### config.mk
export PLATFORM = sky130hd
export DESIGN_NAME = multicycle_ctrl_flat
export DESIGN_NICKNAME = d
export VERILOG_FILES = /design/src/rtl/multicycle_ctrl_if.sv /design/src/rtl/multicycle_ctrl.sv /design/src/flat_wrapper.sv
export SDC_FILE = /design/constraint.sdc
export NUM_CORES = 1
export LEC_CHECK = 0
export CAP_MARGIN = 20
export CELL_PAD_IN_SITES_DETAIL_PLACEMENT = 1
export CELL_PAD_IN_SITES_GLOBAL_PLACEMENT = 2
export CORE_MARGIN = 8
export CORE_UTILIZATION = 19
export CTS_CLUSTER_SIZE = 10
export DETAILED_ROUTE_END_ITERATION = 10
export GPL_TIMING_DRIVEN = 0
export PLACE_DENSITY_LB_ADDON = 0.1
export SLEW_MARGIN = 20
export SYNTH_ARGS = -nofsm -noshare
export SYNTH_HDL_FRONTEND = slang
export SYNTH_SLANG_ARGS = --single-unit
### constraint.sdc
create_clock -name clk -period 2.6 [get_ports clk]
set_input_delay 0.52 -clock clk [delete_from_list [all_inputs] [get_ports clk]]
set_output_delay 0.52 -clock clk [all_outputs]
set_load 0.05 [all_outputs]
### src/rtl/multicycle_ctrl_if.sv
// Control/datapath bundle for the multi-cycle RV32I controller.
// master = controller side, slave = datapath/memory side.
interface multicycle_ctrl_if;
  // Memory handshake: mem_req is held until the cycle mem_ready is seen high.
  // mem_ready is meaningful only while mem_req is high and is otherwise ignored.
  logic [31:0] instr;
  logic        zero;
  logic        mem_ready;
  logic        mem_req;
  logic        mem_we;
  logic        adr_src;
  logic        ir_write;
  logic        pc_write;
  logic        reg_write;
  logic [1:0]  alu_src_a;
  logic [1:0]  alu_src_b;
  logic [1:0]  imm_src;
  logic [1:0]  result_src;
  logic [2:0]  alu_ctrl;
  logic        fault;
  logic [3:0]  state_o;

  modport master (
    input  instr, zero, mem_ready,
    output mem_req, mem_we, adr_src, ir_write, pc_write, reg_write,
           alu_src_a, alu_src_b, imm_src, result_src, alu_ctrl, fault, state_o
  );

  modport slave (
    output instr, zero, mem_ready,
    input  mem_req, mem_we, adr_src, ir_write, pc_write, reg_write,
           alu_src_a, alu_src_b, imm_src, result_src, alu_ctrl, fault, state_o
  );
endinterface

### src/rtl/multicycle_ctrl.sv
// Multi-cycle RV32I control FSM: sequences a shared ALU and unified memory
// through fetch/decode/execute/mem/writeback, with a memory-wait watchdog.
module multicycle_ctrl #(
  parameter int WDOG_W = 4
) (
  input  logic               clk,
  input  logic               rst,
  multicycle_ctrl_if.master  bus
);

  typedef enum logic [3:0] {
    S_FETCH    = 4'd0,
    S_DECODE   = 4'd1,
    S_MEMADR   = 4'd2,
    S_MEMREAD  = 4'd3,
    S_MEMWB    = 4'd4,
    S_MEMWRITE = 4'd5,
    S_EXECR    = 4'd6,
    S_EXECI    = 4'd7,
    S_ALUWB    = 4'd8,
    S_BRANCH   = 4'd9,
    S_JAL      = 4'd10,
    S_JALRADR  = 4'd11,
    S_FAULT    = 4'd15
  } state_t;

  localparam logic [6:0] OP_LOAD  = 7'b0000011;
  localparam logic [6:0] OP_STORE = 7'b0100011;
  localparam logic [6:0] OP_R     = 7'b0110011;
  localparam logic [6:0] OP_I     = 7'b0010011;
  localparam logic [6:0] OP_BR    = 7'b1100011;
  localparam logic [6:0] OP_JAL   = 7'b1101111;
  localparam logic [6:0] OP_JALR  = 7'b1100111;

  // A wait cycle seen while the counter already holds this value is the
  // (2**WDOG_W-1)-th consecutive one, so the access is abandoned.
  localparam logic [WDOG_W-1:0] WDOG_LAST = WDOG_W'((1 << WDOG_W) - 2);

  state_t            state, next;
  logic [WDOG_W-1:0] wdog;
  logic              mem_req_c;
  logic              waiting;
  logic              unused_instr_bits;

  wire [6:0] op     = bus.instr[6:0];
  wire [2:0] funct3 = bus.instr[14:12];
  wire       f7_5   = bus.instr[30];

  assign unused_instr_bits = ^{bus.instr[31], bus.instr[29:15], bus.instr[11:7]};

  function automatic logic [2:0] alu_decode(input logic [6:0] opc,
                                            input logic [2:0] f3,
                                            input logic       f7);
    case (f3)
      3'b000:  alu_decode = (opc == OP_R && f7) ? 3'b001 : 3'b000;
      3'b010:  alu_decode = 3'b101;
      3'b110:  alu_decode = 3'b011;
      3'b111:  alu_decode = 3'b010;
      3'b001:  alu_decode = 3'b100;
      default: alu_decode = 3'b000;
    endcase
  endfunction

  always_ff @(posedge clk or posedge rst) begin
    if (rst) begin
      state <= S_FETCH;
      wdog  <= '0;
    end else begin
      state <= next;
      if (next != state || !waiting) wdog <= '0;
      else                           wdog <= wdog + 1'b1;
    end
  end

  always_comb begin
    next           = state;
    mem_req_c      = 1'b0;
    waiting        = 1'b0;
    bus.mem_we     = 1'b0;
    bus.adr_src    = 1'b0;
    bus.ir_write   = 1'b0;
    bus.pc_write   = 1'b0;
    bus.reg_write  = 1'b0;
    bus.alu_src_a  = 2'b00;
    bus.alu_src_b  = 2'b00;
    bus.imm_src    = 2'b00;
    bus.result_src = 2'b00;
    bus.alu_ctrl   = 3'b000;
    bus.fault      = 1'b0;
    // While rst is high every output is forced low, including FETCH's request.
    if (!rst) begin
      case (state)
        S_FETCH: begin
          mem_req_c      = 1'b1;
          bus.alu_src_b  = 2'b10;
          bus.result_src = 2'b10;
          bus.ir_write   = bus.mem_ready;
          bus.pc_write   = bus.mem_ready;
          if (bus.mem_ready) next = S_DECODE;
        end
        S_DECODE: begin
          bus.alu_src_a = 2'b01;
          bus.alu_src_b = 2'b01;
          if (op == OP_BR)       bus.imm_src = 2'b10;
          else if (op == OP_JAL) bus.imm_src = 2'b11;
          case (op)
            OP_LOAD, OP_STORE: next = S_MEMADR;
            OP_R:              next = S_EXECR;
            OP_I:              next = S_EXECI;
            OP_BR:             next = S_BRANCH;
            OP_JAL:            next = S_JAL;
            OP_JALR:           next = S_JALRADR;
            default:           next = S_FAULT;
          endcase
        end
        S_MEMADR: begin
          bus.alu_src_a = 2'b10;
          bus.alu_src_b = 2'b01;
          bus.imm_src   = (op == OP_STORE) ? 2'b01 : 2'b00;
          next          = (op == OP_STORE) ? S_MEMWRITE : S_MEMREAD;
        end
        S_MEMREAD: begin
          mem_req_c   = 1'b1;
          bus.adr_src = 1'b1;
          if (bus.mem_ready) next = S_MEMWB;
        end
        S_MEMWB: begin
          bus.result_src = 2'b01;
          bus.reg_write  = 1'b1;
          next           = S_FETCH;
        end
        S_MEMWRITE: begin
          mem_req_c   = 1'b1;
          bus.mem_we  = 1'b1;
          bus.adr_src = 1'b1;
          if (bus.mem_ready) next = S_FETCH;
        end
        S_EXECR: begin
          bus.alu_src_a = 2'b10;
          bus.alu_ctrl  = alu_decode(op, funct3, f7_5);
          next          = S_ALUWB;
        end
        S_EXECI: begin
          bus.alu_src_a = 2'b10;
          bus.alu_src_b = 2'b01;
          bus.alu_ctrl  = alu_decode(op, funct3, f7_5);
          next          = S_ALUWB;
        end
        S_ALUWB: begin
          bus.reg_write = 1'b1;
          next          = S_FETCH;
        end
        S_BRANCH: begin
          bus.alu_src_a = 2'b10;
          bus.alu_ctrl  = 3'b001;
          if (funct3 == 3'b000)      bus.pc_write = bus.zero;
          else if (funct3 == 3'b001) bus.pc_write = !bus.zero;
          next = S_FETCH;
        end
        S_JAL: begin
          // PC <= ALUOut (target) while the ALU forms oldPC+4 for ALUWB.
          bus.alu_src_a = 2'b01;
          bus.alu_src_b = 2'b10;
          bus.pc_write  = 1'b1;
          next          = S_ALUWB;
        end
        S_JALRADR: begin
          bus.alu_src_a = 2'b10;
          bus.alu_src_b = 2'b01;
          next          = S_JAL;
        end
        S_FAULT: bus.fault = 1'b1;
        default: next = S_FAULT;
      endcase
      waiting = mem_req_c & ~bus.mem_ready;
      if (waiting && wdog == WDOG_LAST) next = S_FAULT;
    end
  end

  assign bus.mem_req = mem_req_c;
  assign bus.state_o = state;

endmodule

### src/flat_wrapper.sv
// flat-port wrapper written by rule: the top's interface ports become plain ports
module multicycle_ctrl_flat 
#(
  parameter int WDOG_W = 4
)
  (clk, rst, bus_instr, bus_zero, bus_mem_ready, bus_mem_req, bus_mem_we, bus_adr_src, bus_ir_write, bus_pc_write, bus_reg_write, bus_alu_src_a, bus_alu_src_b, bus_imm_src, bus_result_src, bus_alu_ctrl, bus_fault, bus_state_o);
  multicycle_ctrl_if bus_i ();
  input  logic clk;
  input  logic rst;
  input wire logic [$bits(bus_i.instr)-1:0] bus_instr;
  input wire logic [$bits(bus_i.zero)-1:0] bus_zero;
  input wire logic [$bits(bus_i.mem_ready)-1:0] bus_mem_ready;
  output wire logic [$bits(bus_i.mem_req)-1:0] bus_mem_req;
  output wire logic [$bits(bus_i.mem_we)-1:0] bus_mem_we;
  output wire logic [$bits(bus_i.adr_src)-1:0] bus_adr_src;
  output wire logic [$bits(bus_i.ir_write)-1:0] bus_ir_write;
  output wire logic [$bits(bus_i.pc_write)-1:0] bus_pc_write;
  output wire logic [$bits(bus_i.reg_write)-1:0] bus_reg_write;
  output wire logic [$bits(bus_i.alu_src_a)-1:0] bus_alu_src_a;
  output wire logic [$bits(bus_i.alu_src_b)-1:0] bus_alu_src_b;
  output wire logic [$bits(bus_i.imm_src)-1:0] bus_imm_src;
  output wire logic [$bits(bus_i.result_src)-1:0] bus_result_src;
  output wire logic [$bits(bus_i.alu_ctrl)-1:0] bus_alu_ctrl;
  output wire logic [$bits(bus_i.fault)-1:0] bus_fault;
  output wire logic [$bits(bus_i.state_o)-1:0] bus_state_o;
  assign bus_i.instr = bus_instr;
  assign bus_i.zero = bus_zero;
  assign bus_i.mem_ready = bus_mem_ready;
  assign bus_mem_req = bus_i.mem_req;
  assign bus_mem_we = bus_i.mem_we;
  assign bus_adr_src = bus_i.adr_src;
  assign bus_ir_write = bus_i.ir_write;
  assign bus_pc_write = bus_i.pc_write;
  assign bus_reg_write = bus_i.reg_write;
  assign bus_alu_src_a = bus_i.alu_src_a;
  assign bus_alu_src_b = bus_i.alu_src_b;
  assign bus_imm_src = bus_i.imm_src;
  assign bus_result_src = bus_i.result_src;
  assign bus_alu_ctrl = bus_i.alu_ctrl;
  assign bus_fault = bus_i.fault;
  assign bus_state_o = bus_i.state_o;
  multicycle_ctrl #(.WDOG_W(WDOG_W)) u_core (.clk(clk), .rst(rst), .bus(bus_i));
endmodule
# ---- Yosys cells after proc, flatten, opt, wreduce, memory -nomap -nowiden
# Cells that the tools add are included.
dict set report word_totals {
  ff_bits 8
  latch_bits 0
  ram_bits 0
  rom_bits 0
  in_bits 36
  word_cells 90
  n_memories 0
}
dict set report classes {
  addsub 1
  mul 0
  div_mod_pow 0
  n_lt_le_gt_ge 0
  n_eq_ne 25
  shift 0
  mux 42
  bitwise_logic 2
  n_reduce_logical 18
}
# op n
set op_table {}
lappend op_table {{one-hot mux 4 bit (9 select lines)} 1}
lappend op_table {{equality test 4 bit (second input constant)} 6}
lappend op_table {{2-to-1 mux 4 bit} 6}
lappend op_table {{one-hot mux 4 bit (6 select lines)} 1}
lappend op_table {{equality test 7 bit (second input constant)} 3}
lappend op_table {{2-to-1 mux 1 bit} 19}
lappend op_table {{equality test 4 x 3 -> 1 bit (second input constant)} 4}
lappend op_table {{one-hot mux 2 bit (2 select lines)} 4}
lappend op_table {{one-hot mux 3 bit (5 select lines)} 1}
lappend op_table {{equality test 7 x 6 -> 1 bit (second input constant)} 2}
lappend op_table {{2-to-1 mux 2 bit} 6}
lappend op_table {{OR reduction 2 bit} 6}
lappend op_table {{OR reduction 3 bit} 3}
lappend op_table {{equality test 4 x 2 -> 1 bit (second input constant)} 2}
lappend op_table {{equality test 7 x 2 -> 1 bit (second input constant)} 1}
lappend op_table {{equality test 7 x 5 -> 1 bit (second input constant)} 1}
lappend op_table {{equality test 3 bit (second input constant)} 2}
lappend op_table {{2-to-1 mux 3 bit} 2}
lappend op_table {{one-hot mux 3 bit (2 select lines)} 1}
lappend op_table {{OR reduction 5 bit} 1}
lappend op_table {{adder 4 x 1 -> 4 bit (second input constant)} 1}
lappend op_table {{equality test 4 x 1 -> 1 bit (second input constant)} 1}
lappend op_table {{logical NOT 4 bit} 1}
lappend op_table {{inequality test 4 bit} 1}
lappend op_table {{other kinds (10)} 12}

# ---- Longest topological paths before layout
dict set report depth {
  ltp_word 11
  ltp_mapped 7
  ltp_nobuf 6
}

# ---- Worst setup path before layout
# OpenSTA, ideal clock, no wires.
dict set report synth_path {
  path_type {reg2out}
  start {reg u_core.state[2] (netlist: u_core.bus.state_o[2])}
  end {out bus_alu_src_b[1]}
  t_arrival_ns 2.717
  required_time_ns 2.080
  path_slack_ns -0.637
  path_stages_with_launch 5
  path_buffers 3
  cell_sequence {dfrtp_1 buf_2 buf_2 clkbuf_1 nor4_1}
}
dict set report synth_via {
  elab_chain_cells 4
  word_cells_on_any_way 10
  cone_classes {eq/ne (5); mux (2); reduce/logical (3)}
}
# element line
set synth_lines {}
lappend synth_lines {{start: declaration} multicycle_ctrl.sv:39} ;# state_t state, next;
lappend synth_lines {{start signal: assignment} multicycle_ctrl.sv:69} ;# state <= next;
lappend synth_lines {{equality test 4 x 2 -> 1 bit (tied with other cells)} multicycle_ctrl.sv:92} ;# case (state)
lappend synth_lines {{OR reduction 4 bit (no line) or OR reduction 2 bit (tied branches)} n/a}
lappend synth_lines {{one-hot mux 2 bit (2 select lines) *} multicycle_ctrl.sv:92}
lappend synth_lines {{2-to-1 mux 2 bit *} multicycle_ctrl.sv:91} ;# if (!rst) begin
lappend synth_lines {{end: declaration} flat_wrapper.sv:20} ;# output wire logic [$bits(bus_i.alu_src_b)-1:0] bus_alu_src_b;
# Every way passes the cells marked *; elsewhere a longest branch is shown, timed or not.

# ---- Worst setup path in the final report
dict set report layout_path {
  start {in rst}
  end {out bus_alu_ctrl[1]}
}
dict set report layout_via {
  elab_chain_cells 1
}
# element line
set layout_lines {}
lappend layout_lines {{start: declaration} flat_wrapper.sv:9} ;# input logic rst;
lappend layout_lines {{2-to-1 mux 3 bit} multicycle_ctrl.sv:91}
lappend layout_lines {{end: declaration} flat_wrapper.sv:23} ;# output wire logic [$bits(bus_i.alu_ctrl)-1:0] bus_alu_ctrl;
# No other way between the ends.

==> metrics.txt <==
status finished clean; Final period util 0.979; critical path type primary input to output port; H-Tree Depth 1; Overall Global Routing Usage 0.115; top-area cell type share of the netlist area 0.201; Slew headroom 0.664; via count 1231; Mapped Area 996 µm²; Max Clock Skew 0.00283 ns; delay-heaviest family, CP buffers and inverters; CP required 2.08 ns; first-pass GRT wire length 7110 µm; vias in the first global route 1379; clock slew at reported path FFs 0.05 ns; post-route cell area 1620 µm²; FMAX 0.393 GHz; Synth cell types 43; clk root buf clkbuf_8; Reg2Reg Depth 5; GRT overflow 0; Max VDD drop 0.602 mV; Skew-Pair Late Insertion Delay 0.23 ns; async set or reset register ratio after synthesis 1.00; worst min-delay path startpoint u_core.wdog[0]; Filler Cell Count 636; dpl hpwl 3420 µm; chip height 88.4 µm; sequential element share of the synthesized area 0.201; area of the multi-input gates 845 µm²; total iterations of the first detailed-routing run 4; Post-Synthesis Cells 141; TNS Setup 0 ns; Worst path slowest cell clkdlybuf4s50_1; number of synthesized register bits 8; r2r setup slk 0.76 ns; Max Root-Sink Buffers 2; min cycle time layout 2.55 ns; CP Max Fanout 6; WHS Endpoint u_core.wdog[0]; PD cells 1040 nW/µm²; initial antenna violation count 0; syn nets 179; leak pwr 0.620 nW; die area 7810 µm²; nets 223; final hold vios 0; Ports 58; Post-DP Area 1500 µm²; area leader, netlist dfrtp_1; Final setup viols 0; Hold Path Cell Cnt 1; FF-to-FF End u_core.bus.state_o[1]; cell row count 26; yosys warns 0; Worst setup EP type output port; antenna-violating nets left 0; number of synthesized flops with an enable pin 0; Routed WL 4350 µm; Final Non-Filler Cells 254; largest net degree at the start of global routing 13; Max Cap Viol 0; worst path cell trace clkdlybuf4s50_1 > or3_1 > nor2_1 > clkdlybuf4s18_2; Remaining DRCs 0; CTS sink cnt 8; Post-synth top flop dfrtp_1; IO Port Bufs 36; Starting DRT DRC Count 53; cell count after placement 247; fraction of layout cells with a size suffix above 1 0.293; reg2reg start u_core.bus.state_o[1]; dominant cells by area after synthesis dfrtp_1 (20%), nor2_1 (6.0%), nor3_1 (5.5%); CP bufs+invs 2; cts bufs inserted 3; slowest cell delay on critical path 0.56 ns; Avg WL per Cell 17.1 µm; CTS tree yes; Min-Delay Path Class register to register; Area Overhead vs Synth 62.9%; Vias/cell 4.85; Syn Area/Cell 7.06 µm²; register area 201 µm²; Die X 88.4 µm; worst-margin pin slew 0.502 ns; n_diodes 0; fin. max-slew vios 0; Post-CTS Hold Buffers 0; startpoint types primary input; Routability Congestion 0.777; arrival time worst endpoint 2.03 ns; Core Area 5070 µm²; Initial Util 0.196
## cell type report
type	instances	share of cell area
multi-input cells	116	0.520
repair buffers	39	0.214
clock buffers	4	0.0278
inverters	7	0.0185
well taps	70	0.0540
flip-flops and latches	8	0.124
plain buffers	10	0.0416
## cells by family after synthesis
family,count (synthesis),synth area share
compound gates,33,0.224
xor+xnor,8,0.0703
fa+ha+maj,2,0.0251
buf+inv,17,0.0729
flops,8,0.201
mux,1,0.0101
simple gates,72,0.397
## metrics by stage
stage	total power, W	hold slack [ns]	utilization	worst slack [ns]
floorplan	0.00110	0.371	-	-0.246
global placement	0.00150	0.473	0.296	-1.03
detailed placement	0.00150	0.488	0.296	-1.06
CTS	0.00169	0.501	0.322	0.0108
global route	0.00181	0.541	0.320	-0.0116
finish	0.00168	0.503	0.320	0.0542
## registers in the layout (all words and copies together) (netlist names)
name / cells
u_core.bus.state_o: 4
u_core.wdog: 4
## repair_timing
action,4_1_cts,5_1_grt
resized for setup,94,23
setup endpoints to repair,18,12
endpoints found under the hold margin,0,0
buffers inserted,2,1
pin swaps,1,3
## how the worst max path moves through the flow
stage	startpoint	endpoint	slack (ns)	depth (start not counted)
detailed placement	bus_instr[2]	bus_imm_src[0]	-1.06	7
finish	rst	bus_alu_ctrl[1]	0.05	4
global route	bus_instr[4]	bus_imm_src[0]	-0.01	6
global placement	bus_instr[2]	bus_imm_src[0]	-1.03	7
floorplan	u_core.bus.state_o[2]	bus_alu_src_a[0]	-0.25	4
CTS	bus_instr[6]	bus_alu_ctrl[0]	0.01	7
## per-layer routing
layer / vias up / part of all wire / track usage
li1: 610 / - / -
met1: 604 / 0.47 / 0.140
met2: 17 / 0.49 / 0.205
met3: 0 / 0.036 / 0.0223
met4: 0 / 0 / 0.0138
met5: - / 0 / 0
## placed cells by master, fill, tap and decap left out, types with 5 or more instances in the layout
cell,netlist,final
clkdlybuf4s50_1,0,15
nor2_1,16,14
buf_2,7,10
a21oi_1,9,8
buf_4,0,7
nor3_1,11,7
dfrtp_1,8,7
inv_1,7,6
nor2b_1,6,6
nand2_1,6,6
nand3_1,6,6
clkdlybuf4s15_2,0,6
or3_1,5,5
o21ai_0,6,5
## cell usage after synthesis, types with 5 or more instances
cell     count
a21oi_1      9
buf_2        7
dfrtp_1      8
inv_1        7
nand2_1      6
nand3_1      6
nor2_1      16
nor2b_1      6
nor3_1      11
nor4_1       5
o21ai_0      6
or3_1        5
## where the power goes
part / internal [W] / leakage, nW / switching, W
logic: 0.000441 / 0.495 / 0.000870
clock network: 0.000107 / 0.0228 / 0.0000572
registers: 0.000161 / 0.102 / 0.0000480
total: 0.000708 / 0.620 / 0.000975
Note: power is estimated with default switching activity, not from simulation.
